<file path="config.mk">
export PLATFORM = sky130hd
export DESIGN_NAME = avg_crossing_detector
export DESIGN_NICKNAME = d
export VERILOG_FILES = /design/src/rtl/avg_crossing_detector_pkg.sv /design/src/rtl/avg_crossing_detector_evt_out_reg.sv /design/src/rtl/avg_crossing_detector.sv
export SDC_FILE = /design/constraint.sdc
export NUM_CORES = 1
export LEC_CHECK = 0
export CAP_MARGIN = 25
export CORE_UTILIZATION = 43
export CTS_BUF_LIST = sky130_fd_sc_hd__clkbuf_4
export CTS_CLUSTER_SIZE = 10
export DETAILED_ROUTE_END_ITERATION = 10
export GPL_ROUTABILITY_DRIVEN = 0
export PLACE_DENSITY_LB_ADDON = 0.12
export SLEW_MARGIN = 0
export SYNTH_ARGS = -nofsm -noshare
export SYNTH_HDL_FRONTEND = slang
export SYNTH_SLANG_ARGS = --single-unit
</file>
<file path="constraint.sdc">
create_clock -name CLK -period 3.25 [get_ports CLK]
set_clock_uncertainty 0.2 [all_clocks]
set_input_delay 0.65 -clock CLK [delete_from_list [all_inputs] [get_ports CLK]]
set_output_delay 0.65 -clock CLK [all_outputs]
set_load 0.02 [all_outputs]
</file>
<file path="src/rtl/avg_crossing_detector_pkg.sv">
// Shared types for the averaged-signal crossing detector.
// FSM states, event payload and debounce counter width.
package avg_crossing_detector_pkg;

  typedef enum logic [1:0] {
    LOW       = 2'd0,
    PEND_HIGH = 2'd1,
    HIGH      = 2'd2,
    PEND_LOW  = 2'd3
  } state_t;

  localparam int DB_W   = 8;
  localparam int EVT_TW = 16;

  // tstamp is sized for the widest supported CNT_W
  typedef struct packed {
    logic              rise;
    logic [EVT_TW-1:0] tstamp;
  } evt_t;

endpackage

</file>
<file path="src/rtl/avg_crossing_detector_evt_out_reg.sv">
// Single-entry valid/ready event holding register.
// A load into a full, unaccepted slot is dropped and flagged.
module evt_out_reg
  import avg_crossing_detector_pkg::*;
(
  input  logic CLK,
  input  logic RST,
  input  logic load,
  input  evt_t din,
  input  logic ready,
  output logic valid,
  output evt_t dout,
  output logic overflow
);

  logic xfer;

  assign xfer = valid & ready;

  always_ff @(posedge CLK) begin
    if (RST) begin
      valid    <= 1'b0;
      dout     <= '0;
      overflow <= 1'b0;
    end else if (load) begin
      if (!valid || xfer) begin
        dout  <= din;
        valid <= 1'b1;
      end else begin
        overflow <= 1'b1;
      end
    end else if (xfer) begin
      valid <= 1'b0;
    end
  end

endmodule

</file>
<file path="src/rtl/avg_crossing_detector.sv">
// Debounced hysteresis crossing detector on the averager output.
// Confirmed crossings leave as timestamped valid/ready events.
module avg_crossing_detector
  import avg_crossing_detector_pkg::*;
#(
  parameter int WL       = 32,
  parameter int CNT_W    = EVT_TW,
  parameter int DEBOUNCE = 4
) (
  input  logic                 CLK,
  input  logic                 RST,
  input  logic                 EN,
  input  logic signed [WL-1:0] data_in,
  input  logic signed [WL-1:0] th_high,
  input  logic signed [WL-1:0] th_low,
  input  logic                 evt_ready,
  output logic                 evt_valid,
  output logic                 evt_rise,
  output logic [CNT_W-1:0]     evt_time,
  output logic                 level_high,
  output logic                 overflow
);

  localparam logic [DB_W-1:0] DB_N = DB_W'(DEBOUNCE);
  localparam bit DB1 = (DEBOUNCE == 1);

  state_t            st, st_n;
  logic [DB_W-1:0]   cnt, cnt_n, cnt_inc;
  logic [CNT_W-1:0]  idx;
  logic              hi, lo, hit;
  logic              cfm, cfm_rise;
  evt_t              ev_in, ev_q;

  assign hi      = data_in > th_high;
  assign lo      = data_in < th_low;
  assign cnt_inc = cnt + DB_W'(1);
  assign hit     = (cnt_inc == DB_N);

  always_comb begin
    st_n     = st;
    cnt_n    = cnt;
    cfm      = 1'b0;
    cfm_rise = 1'b0;
    if (EN) begin
      unique case (st)
        LOW: begin
          if (hi) begin
            if (DB1) begin
              st_n     = HIGH;
              cfm      = 1'b1;
              cfm_rise = 1'b1;
            end else begin
              st_n  = PEND_HIGH;
              cnt_n = DB_W'(1);
            end
          end
        end
        PEND_HIGH: begin
          if (!hi) begin
            st_n  = LOW;
            cnt_n = '0;
          end else if (hit) begin
            st_n     = HIGH;
            cnt_n    = '0;
            cfm      = 1'b1;
            cfm_rise = 1'b1;
          end else begin
            cnt_n = cnt_inc;
          end
        end
        HIGH: begin
          if (lo) begin
            if (DB1) begin
              st_n = LOW;
              cfm  = 1'b1;
            end else begin
              st_n  = PEND_LOW;
              cnt_n = DB_W'(1);
            end
          end
        end
        PEND_LOW: begin
          if (!lo) begin
            st_n  = HIGH;
            cnt_n = '0;
          end else if (hit) begin
            st_n  = LOW;
            cnt_n = '0;
            cfm   = 1'b1;
          end else begin
            cnt_n = cnt_inc;
          end
        end
      endcase
    end
  end

  always_ff @(posedge CLK) begin
    if (RST) begin
      st         <= LOW;
      cnt        <= '0;
      idx        <= '0;
      level_high <= 1'b0;
    end else begin
      st         <= st_n;
      cnt        <= cnt_n;
      level_high <= (st_n == HIGH) || (st_n == PEND_LOW);
      if (EN) idx <= idx + CNT_W'(1);
    end
  end

  always_comb begin
    ev_in        = '0;
    ev_in.rise   = cfm_rise;
    ev_in.tstamp = EVT_TW'(idx);
  end

  evt_out_reg u_out (
    .CLK      (CLK),
    .RST      (RST),
    .load     (cfm),
    .din      (ev_in),
    .ready    (evt_ready),
    .valid    (evt_valid),
    .dout     (ev_q),
    .overflow (overflow)
  );

  assign evt_rise = ev_q.rise;
  assign evt_time = ev_q.tstamp[CNT_W-1:0];

endmodule

</file>
==> results.ini <==
[timing]
slew_headroom=0.661
min_period_ns=3.23
hold_violations=0
layout_setup_ws_ns=0.0244
fin_hold_ws_ns=0.308
fin_tns_setup_ns=0
setup_viol=0
tightest_slew_ns=0.501
fin_crit_sh=0.992
fmax_ghz=0.310
slew_violations=0

[setup_path]
worst_setup_path_start_kind=input port
cp.required_ns=3.30
r2r_slack_ns=0.46
critPathArrivalTime_ns=3.27
critPathKind=in2reg
cp_max_fo=5
cp-end-kind=flip-flop

[yosys]
avgSynthCellArea_sq_um=8.12
synth_cells=447
yosysSeqAreaShare=0.254
syn-cell-area_sq_um=3630
syn_nets=612
ys_types=56
synth-edff-count=0
synth_ff_type=dfxtp_1
yosysWarnings=0
synth_seq_cells=46
async_reset_ff_frac=0

[finish]
final_common_cell=clkdlybuf4s50_1
num_antenna_cells=0
fin_area_sq_um=5990
finalNetCount=780
final_util=0.732
drive_above_1_share=0.226
final_cell_mix=clkdlybuf4s50_1 (69), buf_4 (49), inv_1 (47)
syn2layout_area_growth_pct=64.9
n_fill_cell=609

[run]
drv_cap=0

[routing]
drt_first_pass_iters=8
drcViolationCount=2
vias=3827
wl_per_cell_microns=14.6
ant_nets=0
dr.first_iter.drc_count=160
viasPerCell=5.31
totalWireLength_mm=10.6

[die]
die_y_microns=93.9
core-area_sq_um=8180
die_area_sq_um=8810
initial_core_util=0.444
fp-row-count=33
fp.dieW_microns=93.9
io_pins=120

[pwr]
p_int_mw=1.10
p_switching_mw=0.426
p_comb_frac=0.345
vdd_drop_max_mv=0.218
power_frac_clock=0.279
p_seq_frac=0.376
leakagePower_nw=2.92
power.density_nw_per_um2=255
switching_share=0.279

[grt]
grt_pass1_wl_mm=16.5
track_usage=0.234
grt_max_degree=49
antenna_found_initial=0
overflow=0
grt_pass1_vias=3755

[cts]
cts_root_buf=clkbuf_4
clockBufferDepth=2
cts_inserted_buffers=5
clk_pin_slew_worst_paths_ns=0.14
cts_sinks=46
h-tree-depth=2
insertion_delay_ns=0.36
cts_tree=built
cts_hold_buf=0

[placement]
io_buffers=119
preCtsSetupSlack_ns=-0.553
placed_area_sq_um=5230
dp_hpwl_mm=7.72

[run_status]
violations=DRC
status=finished with violations

[worst_hold_path]
min_path_type=reg2reg

[sequential cells by signal (all words and copies together) (netlist names)]
name	flops
cnt	8
idx	16
level_high	1
st	2
u_out.dout	17
u_out.overflow	1
u_out.valid	1
[timing repair]
action | CTS | global route
gates cloned | 2 | 0
setup buffers | 7 | 5
resized for setup | 56 | 90
endpoints found under the setup margin | 26 | 28
pin swaps | 16 | 39
[synth_stat cells (2+ instances only)]
| cell | count | share of area |
|---|---|---|
| o21ai_0 | 7 | 0.0097 |
| clkbuf_1 | 8 | 0.0083 |
| a2111oi_0 | 2 | 0.0048 |
| a211oi_1 | 2 | 0.0041 |
| xor2_1 | 13 | 0.031 |
| nor2_1 | 46 | 0.048 |
| nor4_1 | 2 | 0.0034 |
| nand2b_1 | 5 | 0.0086 |
| o32a_1 | 2 | 0.0055 |
| and4_1 | 5 | 0.012 |
| nand4_1 | 15 | 0.026 |
| inv_1 | 65 | 0.067 |
| nand3_1 | 15 | 0.021 |
| and3_1 | 9 | 0.016 |
| a32o_1 | 2 | 0.0055 |
| or4_1 | 2 | 0.0041 |
| mux2i_1 | 19 | 0.052 |
| nor4b_1 | 2 | 0.0048 |
| a31oi_1 | 2 | 0.0034 |
| nand2_1 | 29 | 0.030 |
| a21oi_1 | 28 | 0.039 |
| o21a_1 | 2 | 0.0041 |
| ha_1 | 65 | 0.22 |
| o31ai_1 | 2 | 0.0041 |
| nor3b_1 | 2 | 0.0041 |
| o2bb2ai_1 | 2 | 0.0048 |
| nor3_1 | 11 | 0.015 |
| a211o_1 | 3 | 0.0072 |
| nor2b_1 | 4 | 0.0069 |
| a32oi_1 | 2 | 0.0048 |
| xnor2_1 | 2 | 0.0048 |
| a311oi_1 | 2 | 0.0048 |
| dfxtp_1 | 46 | 0.25 |
| o21ai_1 | 2 | 0.0028 |
[kinds of logic (layout without fill, tap and decap cells)]
logic type               count (synthesis)  count (layout)  share of synthesized area
multiplexers                            19              19                     0.0524
AO/OA/AOI/OAI                           72              72                      0.134
AND/OR/NAND/NOR                        153             153                      0.214
buffers and inverters                   77             246                     0.0862
flip-flops                              46              46                      0.254
adder cells (fa/ha/maj)                 65              65                      0.224
XOR/XNOR                                15              15                     0.0362
[power by group through the flow]
stage,Combinational [mW],Clock (mW),Sequential (mW)
2_1_floorplan,0.191,0,0.586
3_3_place_gp,0.424,0,0.588
3_5_place_dp,0.437,0,0.587
4_1_cts,0.462,0.436,0.575
5_1_grt,0.581,0.459,0.577
6_report,0.528,0.426,0.575
[path summary, 6_finish.rpt]
path                            depth (start not counted)                        start                           to
worst min-delay path                                    2  u_out.dout[16]$_SDFFE_PP0P_  u_out.dout[16]$_SDFFE_PP0P_
worst max register to register                          9          cnt[5]$_SDFFE_PP0P_   u_out.dout[6]$_SDFFE_PP0P_
worst max-delay path                                   12                  data_in[29]   u_out.dout[6]$_SDFFE_PP0P_
worst min register to register                          2  u_out.dout[16]$_SDFFE_PP0P_  u_out.dout[16]$_SDFFE_PP0P_
[cell type report]
type / instances / area [sq um] / area share
clock inverters: 3 / 68.8 / 0.0115
well taps: 105 / 131 / 0.0219
inverters: 66 / 248 / 0.0414
clock buffers: 5 / 37.5 / 0.00627
flip-flops and latches: 46 / 921 / 0.154
repair buffers: 172 / 1660 / 0.278
multi-input cells: 324 / 2920 / 0.488
[metrics by stage]
step           std cells  power [mW]
3_5_place_dp         701        1.02
2_1_floorplan        447       0.777
3_3_place_gp         701        1.01
5_1_grt              721        1.62
4_1_cts              718        1.47
6_report             721        1.53
[metal layers]
layer / routed length, microns / global-route usage
met5: 0 / 0
met3: 524 / 0.0299
met2: 5380 / 0.431
met4: 153 / 0.0526
met1: 4500 / 0.286
[critical path: stages]
cell	delay [ns]
clkdlybuf4s50_1	0.48
ha_1	0.39
nand2_1	0.10
nor3_2	0.23
o22ai_2	0.15
or2_4	0.29
a31o_4	0.24
a32oi_2	0.19
buf_6	0.16
buf_12	0.12
mux2i_1	0.20
nor2_1	0.06
Power figures use the tool's default switching activity.
